<file path="config.mk">
export PLATFORM = sky130hd
export DESIGN_NAME = dut_pwr_seq_flat
export DESIGN_NICKNAME = d
export VERILOG_FILES = /design/src/rtl/dut_pwr_seq_if.sv /design/src/rtl/dut_pwr_seq.sv /design/src/flat_wrapper.sv
export SDC_FILE = /design/constraint.sdc
export NUM_CORES = 1
export LEC_CHECK = 0
export CAP_MARGIN = 25
export CORE_MARGIN = 4
export CORE_UTILIZATION = 45
export CTS_BUF_LIST = sky130_fd_sc_hd__clkbuf_4 sky130_fd_sc_hd__clkbuf_8
export DETAILED_ROUTE_END_ITERATION = 8
export GPL_TIMING_DRIVEN = 1
export PLACE_DENSITY = 0.77
export RECOVER_POWER = 100
export SLEW_MARGIN = 5
export SYNTH_ARGS = -nofsm -noshare
export SYNTH_HDL_FRONTEND = slang
export SYNTH_SLANG_ARGS = --single-unit
</file>
<file path="constraint.sdc">
create_clock -name clk -period 3.8 [get_ports clk]
set_input_delay 0.76 -clock clk [delete_from_list [all_inputs] [get_ports clk]]
set_output_delay 0.76 -clock clk [all_outputs]
set_load 0.02 [all_outputs]
</file>
<file path="src/rtl/dut_pwr_seq_if.sv">
// Host-side command channel of the DUT power sequencer: divider setting
// plus a valid/ready command handshake.
interface dut_pwr_seq_if #(
  parameter int DIV_W = 8
) ();
  logic [DIV_W-1:0] cfg_div;
  logic             cmd_valid;
  logic [1:0]       cmd_op;
  logic             cmd_ready;

  modport master (
    output cfg_div,
    output cmd_valid,
    output cmd_op,
    input  cmd_ready
  );

  modport slave (
    input  cfg_div,
    input  cmd_valid,
    input  cmd_op,
    output cmd_ready
  );
endinterface

</file>
<file path="src/rtl/dut_pwr_seq.sv">
// DUT bring-up sequencer: programmable divided DUT clock, timed reset
// release after a fixed number of DUT clock rises, and a clean power-off
// that always lets a high phase finish and parks the clock low before the
// pad output-enable is dropped.
module dut_pwr_seq #(
  parameter int DIV_W     = 8,
  parameter int RST_EDGES = 16
) (
  input  logic         clk,
  input  logic         rst,
  dut_pwr_seq_if.slave cmd_if,
  output logic         dut_clk,
  output logic         dut_rst_n,
  output logic         dut_oe,
  output logic         stat_run
);

  localparam int EDGE_W = $clog2(RST_EDGES + 1);
  localparam logic [EDGE_W-1:0] EDGE_MAX = EDGE_W'(RST_EDGES);

  localparam logic [1:0] OP_NOP         = 2'd0;
  localparam logic [1:0] OP_POWER_ON    = 2'd1;
  localparam logic [1:0] OP_POWER_OFF   = 2'd2;
  localparam logic [1:0] OP_RESET_PULSE = 2'd3;

  typedef enum logic [1:0] {
    S_OFF  = 2'd0,
    S_HOLD = 2'd1,
    S_RUN  = 2'd2,
    S_STOP = 2'd3
  } state_e;

  state_e            state_q,     state_d;
  logic [DIV_W-1:0]  div_lat_q,   div_lat_d;
  logic [DIV_W-1:0]  div_cnt_q,   div_cnt_d;
  logic [EDGE_W-1:0] edge_cnt_q,  edge_cnt_d;
  logic              dut_clk_q,   dut_clk_d;
  logic              dut_rst_n_q, dut_rst_n_d;
  logic              dut_oe_q,    dut_oe_d;
  logic              stat_run_q,  stat_run_d;

  logic              cmd_ready;
  logic              cmd_acc;
  logic              div_hit;
  logic [DIV_W-1:0]  div_cnt_step;

  // Commands are only taken in the two steady states.
  assign cmd_ready        = (state_q == S_OFF) | (state_q == S_RUN);
  assign cmd_if.cmd_ready = cmd_ready;
  assign cmd_acc          = cmd_if.cmd_valid & cmd_ready;

  // Equality compare then wrap, so the all-ones setting never overflows.
  assign div_hit      = (div_cnt_q == div_lat_q);
  assign div_cnt_step = div_hit ? {DIV_W{1'b0}} : (div_cnt_q + DIV_W'(1));

  // Next-state decode for the sequencer and all of its outputs.
  always_comb begin
    state_d     = state_q;
    div_lat_d   = div_lat_q;
    div_cnt_d   = div_cnt_q;
    edge_cnt_d  = edge_cnt_q;
    dut_clk_d   = dut_clk_q;
    dut_rst_n_d = dut_rst_n_q;
    dut_oe_d    = dut_oe_q;
    stat_run_d  = stat_run_q;

    case (state_q)
      S_OFF: begin
        if (cmd_acc && (cmd_if.cmd_op == OP_POWER_ON)) begin
          state_d     = S_HOLD;
          div_lat_d   = cmd_if.cfg_div;
          div_cnt_d   = {DIV_W{1'b0}};
          edge_cnt_d  = {EDGE_W{1'b0}};
          dut_clk_d   = 1'b0;
          dut_rst_n_d = 1'b0;
          dut_oe_d    = 1'b1;
          stat_run_d  = 1'b0;
        end else begin
          // Divider idles; other commands are swallowed.
          div_cnt_d = {DIV_W{1'b0}};
        end
      end

      S_HOLD: begin
        div_cnt_d = div_cnt_step;
        if (div_hit) begin
          dut_clk_d = ~dut_clk_q;
          if (!dut_clk_q) begin
            // Rising toggle: count it, saturating at the release count.
            if (edge_cnt_q != EDGE_MAX) begin
              edge_cnt_d = edge_cnt_q + EDGE_W'(1);
            end else begin
              edge_cnt_d = edge_cnt_q;
            end
          end else if (edge_cnt_q == EDGE_MAX) begin
            // Release reset together with the falling DUT clock edge.
            dut_rst_n_d = 1'b1;
            stat_run_d  = 1'b1;
            state_d     = S_RUN;
          end else begin
            state_d = S_HOLD;
          end
        end else begin
          dut_clk_d = dut_clk_q;
        end
      end

      S_RUN: begin
        div_cnt_d = div_cnt_step;
        if (div_hit) begin
          dut_clk_d = ~dut_clk_q;
        end else begin
          dut_clk_d = dut_clk_q;
        end
        if (cmd_acc) begin
          case (cmd_if.cmd_op)
            OP_RESET_PULSE: begin
              // Divider phase is untouched; only the reset window restarts.
              state_d     = S_HOLD;
              dut_rst_n_d = 1'b0;
              stat_run_d  = 1'b0;
              edge_cnt_d  = {EDGE_W{1'b0}};
            end
            OP_POWER_OFF: begin
              state_d     = S_STOP;
              dut_rst_n_d = 1'b0;
              stat_run_d  = 1'b0;
            end
            OP_NOP, OP_POWER_ON: begin
              state_d = S_RUN;
            end
            default: begin
              state_d = S_RUN;
            end
          endcase
        end else begin
          state_d = S_RUN;
        end
      end

      S_STOP: begin
        if (!dut_clk_q) begin
          // Clock is parked low: safe to release the pads.
          state_d   = S_OFF;
          dut_oe_d  = 1'b0;
          div_cnt_d = {DIV_W{1'b0}};
        end else begin
          // Finish the high phase; rising toggles are never produced here.
          div_cnt_d = div_cnt_step;
          if (div_hit) begin
            dut_clk_d = 1'b0;
          end else begin
            dut_clk_d = dut_clk_q;
          end
        end
      end

      default: begin
        state_d     = S_OFF;
        div_lat_d   = {DIV_W{1'b0}};
        div_cnt_d   = {DIV_W{1'b0}};
        edge_cnt_d  = {EDGE_W{1'b0}};
        dut_clk_d   = 1'b0;
        dut_rst_n_d = 1'b0;
        dut_oe_d    = 1'b0;
        stat_run_d  = 1'b0;
      end
    endcase
  end

  // Sequencer state and registered outputs, cleared asynchronously by rst.
  always_ff @(posedge clk or posedge rst) begin
    if (rst) begin
      state_q     <= S_OFF;
      div_lat_q   <= {DIV_W{1'b0}};
      div_cnt_q   <= {DIV_W{1'b0}};
      edge_cnt_q  <= {EDGE_W{1'b0}};
      dut_clk_q   <= 1'b0;
      dut_rst_n_q <= 1'b0;
      dut_oe_q    <= 1'b0;
      stat_run_q  <= 1'b0;
    end else begin
      state_q     <= state_d;
      div_lat_q   <= div_lat_d;
      div_cnt_q   <= div_cnt_d;
      edge_cnt_q  <= edge_cnt_d;
      dut_clk_q   <= dut_clk_d;
      dut_rst_n_q <= dut_rst_n_d;
      dut_oe_q    <= dut_oe_d;
      stat_run_q  <= stat_run_d;
    end
  end

  assign dut_clk   = dut_clk_q;
  assign dut_rst_n = dut_rst_n_q;
  assign dut_oe    = dut_oe_q;
  assign stat_run  = stat_run_q;

endmodule

</file>
<file path="src/flat_wrapper.sv">
// flat-port wrapper written by rule: the top's interface ports become plain ports
module dut_pwr_seq_flat 
#(
  parameter int DIV_W     = 8,
  parameter int RST_EDGES = 16
)
  (clk, rst, dut_clk, dut_rst_n, dut_oe, stat_run, cmd_if_cfg_div, cmd_if_cmd_valid, cmd_if_cmd_op, cmd_if_cmd_ready);
  dut_pwr_seq_if #(.DIV_W(DIV_W)) cmd_if_i ();
  input  logic clk;
  input  logic rst;
  output logic dut_clk;
  output logic dut_rst_n;
  output logic dut_oe;
  output logic stat_run;
  input wire logic [$bits(cmd_if_i.cfg_div)-1:0] cmd_if_cfg_div;
  input wire logic [$bits(cmd_if_i.cmd_valid)-1:0] cmd_if_cmd_valid;
  input wire logic [$bits(cmd_if_i.cmd_op)-1:0] cmd_if_cmd_op;
  output wire logic [$bits(cmd_if_i.cmd_ready)-1:0] cmd_if_cmd_ready;
  assign cmd_if_i.cfg_div = cmd_if_cfg_div;
  assign cmd_if_i.cmd_valid = cmd_if_cmd_valid;
  assign cmd_if_i.cmd_op = cmd_if_cmd_op;
  assign cmd_if_cmd_ready = cmd_if_i.cmd_ready;
  dut_pwr_seq #(.DIV_W(DIV_W), .RST_EDGES(RST_EDGES)) u_core (.clk(clk), .rst(rst), .cmd_if(cmd_if_i), .dut_clk(dut_clk), .dut_rst_n(dut_rst_n), .dut_oe(dut_oe), .stat_run(stat_run));
endmodule
</file>
==> impl_metrics.ini <==
[clock_tree]
postCtsResizedCells = 0
cts_max_level = 1
clk_pin_slew_worst_paths_ps = 140
clockBufferDepth = 2
cts_buffers = 3
clock_sinks = 26
tritoncts = done
cts_setup_buffers = 0
cts_root_buf = clkbuf_4
clkLatencyLatePin_ps = 320
cts.hold.buffers_added = 0

[layout]
multi_input_area_um2 = 766
num_antenna_cells = 0
area_growth_pct = 15.2
final_util_pct = 55.4
final_nets = 179
drive_gt1_share_pct = 15.2
final-seq-area_um2 = 651
stdcell_area_um2 = 1730
final_cell_count_no_fill = 202
fill_cells = 291

[global_routing]
grt_pass1_vias = 1136
grt_overflow_total = 0
grt_start_max_net_pins = 27
grt_pass1_wl_mm = 5.00
track_usage_pct = 14.8
antenna_found_initial = 0

[yosys]
synth-edff-count = 0
syn_area_um2 = 1500
syn_inst = 141
syn_nets = 161
ys_seq_area_share_pct = 43.3
syn_area_per_cell_um2 = 10.7
ys_types = 39
synth_flop_cell = dfrtp_1
ys_ff_latch = 26
yosys_warnings = 0
synthArstFlopShare_pct = 100

[floorplan]
die_h_um = 65.8
die_w_um = 65.8
dieArea_um2 = 4330
core_area_um2 = 3130
ioPinCount = 18
initial_core_util_pct = 48.0
row_count = 20

[routing]
drtAntennaViolNets = 0
routedWlPerCell_um = 13.2
vias = 1054
drt-initial-drc-count = 52
viasPerCell = 5.22
drc = 0
dr.pass1.iters = 4
wirelength_mm = 2.66

[critical_path]
crit_required_ps = 3040
critPathCaptureType = output port
arrival_ps = 2070
reg2regPathDepth = 5
path_class = flip-flop to output port
cp_max_fo = 9
start_kind = flip-flop

[place]
dp_hpwl_mm = 2.06
gp_congestion = 0.922
dpl_worst_slack_ps = 1310
port_buffers = 17
dp.cells = 197
place_area_um2 = 1690

[sta]
period_needed_ps = 2830
worst_pin_slew_ps = 1030
setup_slack_ps = 970
grt_setup_unrepaired = no
fin_setup_tns_ps = 0
hold_viol = 0
post-route-period-util_pct = 74.5
slew_violations = 0
setup_viol = 0
fin_worst_skew_ps = 3.30
relSlewSlack_pct = 31.3
whs_ps = 542
clock.fmax_ghz = 0.353

[hold_path]
hp-class = flip-flop to flip-flop
holdPathStages = 1

[power_and_ir_drop]
powerDensity_nw_per_um2 = 605
finalPower_mw = 1.05
ir_worst_vdd_mv = 0.249
p_leak_nw = 0.807

[run_status]
status = completed

[run]
maxCapViolations = 0
-- power by group --
part	internal [mW]	total [mW]	switching, mW	leakage [nW]
clock	0.107	0.187	0.0801	0.0279
combinational	0.200	0.450	0.250	0.436
sequential	0.346	0.412	0.0655	0.344
-- final timing paths --
| path | slack, ps | startpoint | to |
|---|---|---|---|
| max | 970 | u_core.state_q[0] | cmd_if_cmd_ready |
| min | 540 | u_core.div_lat_q[1] | u_core.div_lat_q[1] |
| max reg2reg | 1480 | u_core.div_cnt_q[2] | u_core.dut_clk |
| min reg2reg | 540 | u_core.div_lat_q[1] | u_core.div_lat_q[1] |
| max in group asynchronous | 1810 | rst | u_core.div_cnt_q[6] |
| min in group asynchronous | 790 | rst | u_core.div_lat_q[4] |
-- cells by family after synthesis --
group	Yosys count	synth area share (%)
muxes	11	8.24
AOI/OAI and AO/OA	21	9.33
buffers and inverters	14	4.75
DFF	26	43.3
adders and majority gates	7	5.83
xor gates and xnor gates	14	8.66
and+or+nand+nor	48	19.9
-- layout by cell type, fill, tap and decap left out, types with 5 or more instances in the layout --
cell / instances
nand3_1: 11
a21oi_1: 5
nor2_2: 7
nand2_1: 5
mux2_2: 10
clkdlybuf4s50_1: 10
dlygate4sd3_1: 7
dfrtp_1: 26
ha_1: 7
xor2_1: 12
nor2_1: 6
inv_1: 9
-- sequential cells by signal, indices dropped and copies added, names as in the netlist --
signal / flops
u_core.state_q: 2
u_core.dut_clk: 1
u_core.div_cnt_q: 8
u_core.div_lat_q: 8
u_core.edge_cnt_q: 5
u_core.dut_rst_n: 1
u_core.dut_oe: 1
-- cell usage after synthesis, types with 3 or more instances --
cell type | n | share of area (%)
xor2_1 | 12 | 7.0
nand2_1 | 5 | 1.2
ha_1 | 7 | 5.8
and2_1 | 3 | 1.2
nor2_2 | 7 | 2.9
a21oi_1 | 5 | 1.7
mux2_2 | 10 | 7.5
or3_1 | 3 | 1.2
nand3_1 | 11 | 3.7
inv_1 | 9 | 2.2
nor2_1 | 6 | 1.5
dfrtp_1 | 26 | 43
-- cell type report --
class,instances,share of cell area [%]
clock inverters,1,1.73
well taps,44,3.18
repair buffers,18,10.0
inverters,9,1.95
clock buffers,3,1.30
multi-input cells,101,44.2
flip-flops and latches,26,37.6
-- routing by layer --
layer / routed length (um) / track usage [%]
met1: 1230 / 17.8
met2: 1310 / 25.5
met3: 95 / 3.74
met4: 32 / 4.66
met5: 0 / 0
-- critical path, cell delays in order, from the launching register on --
cell and delay [ps]:
dfrtp_1 400, inv_1 90, ha_1 300, or2_2 310, dlygate4sd3_1 650
Note: power is estimated with default switching activity, not from simulation.
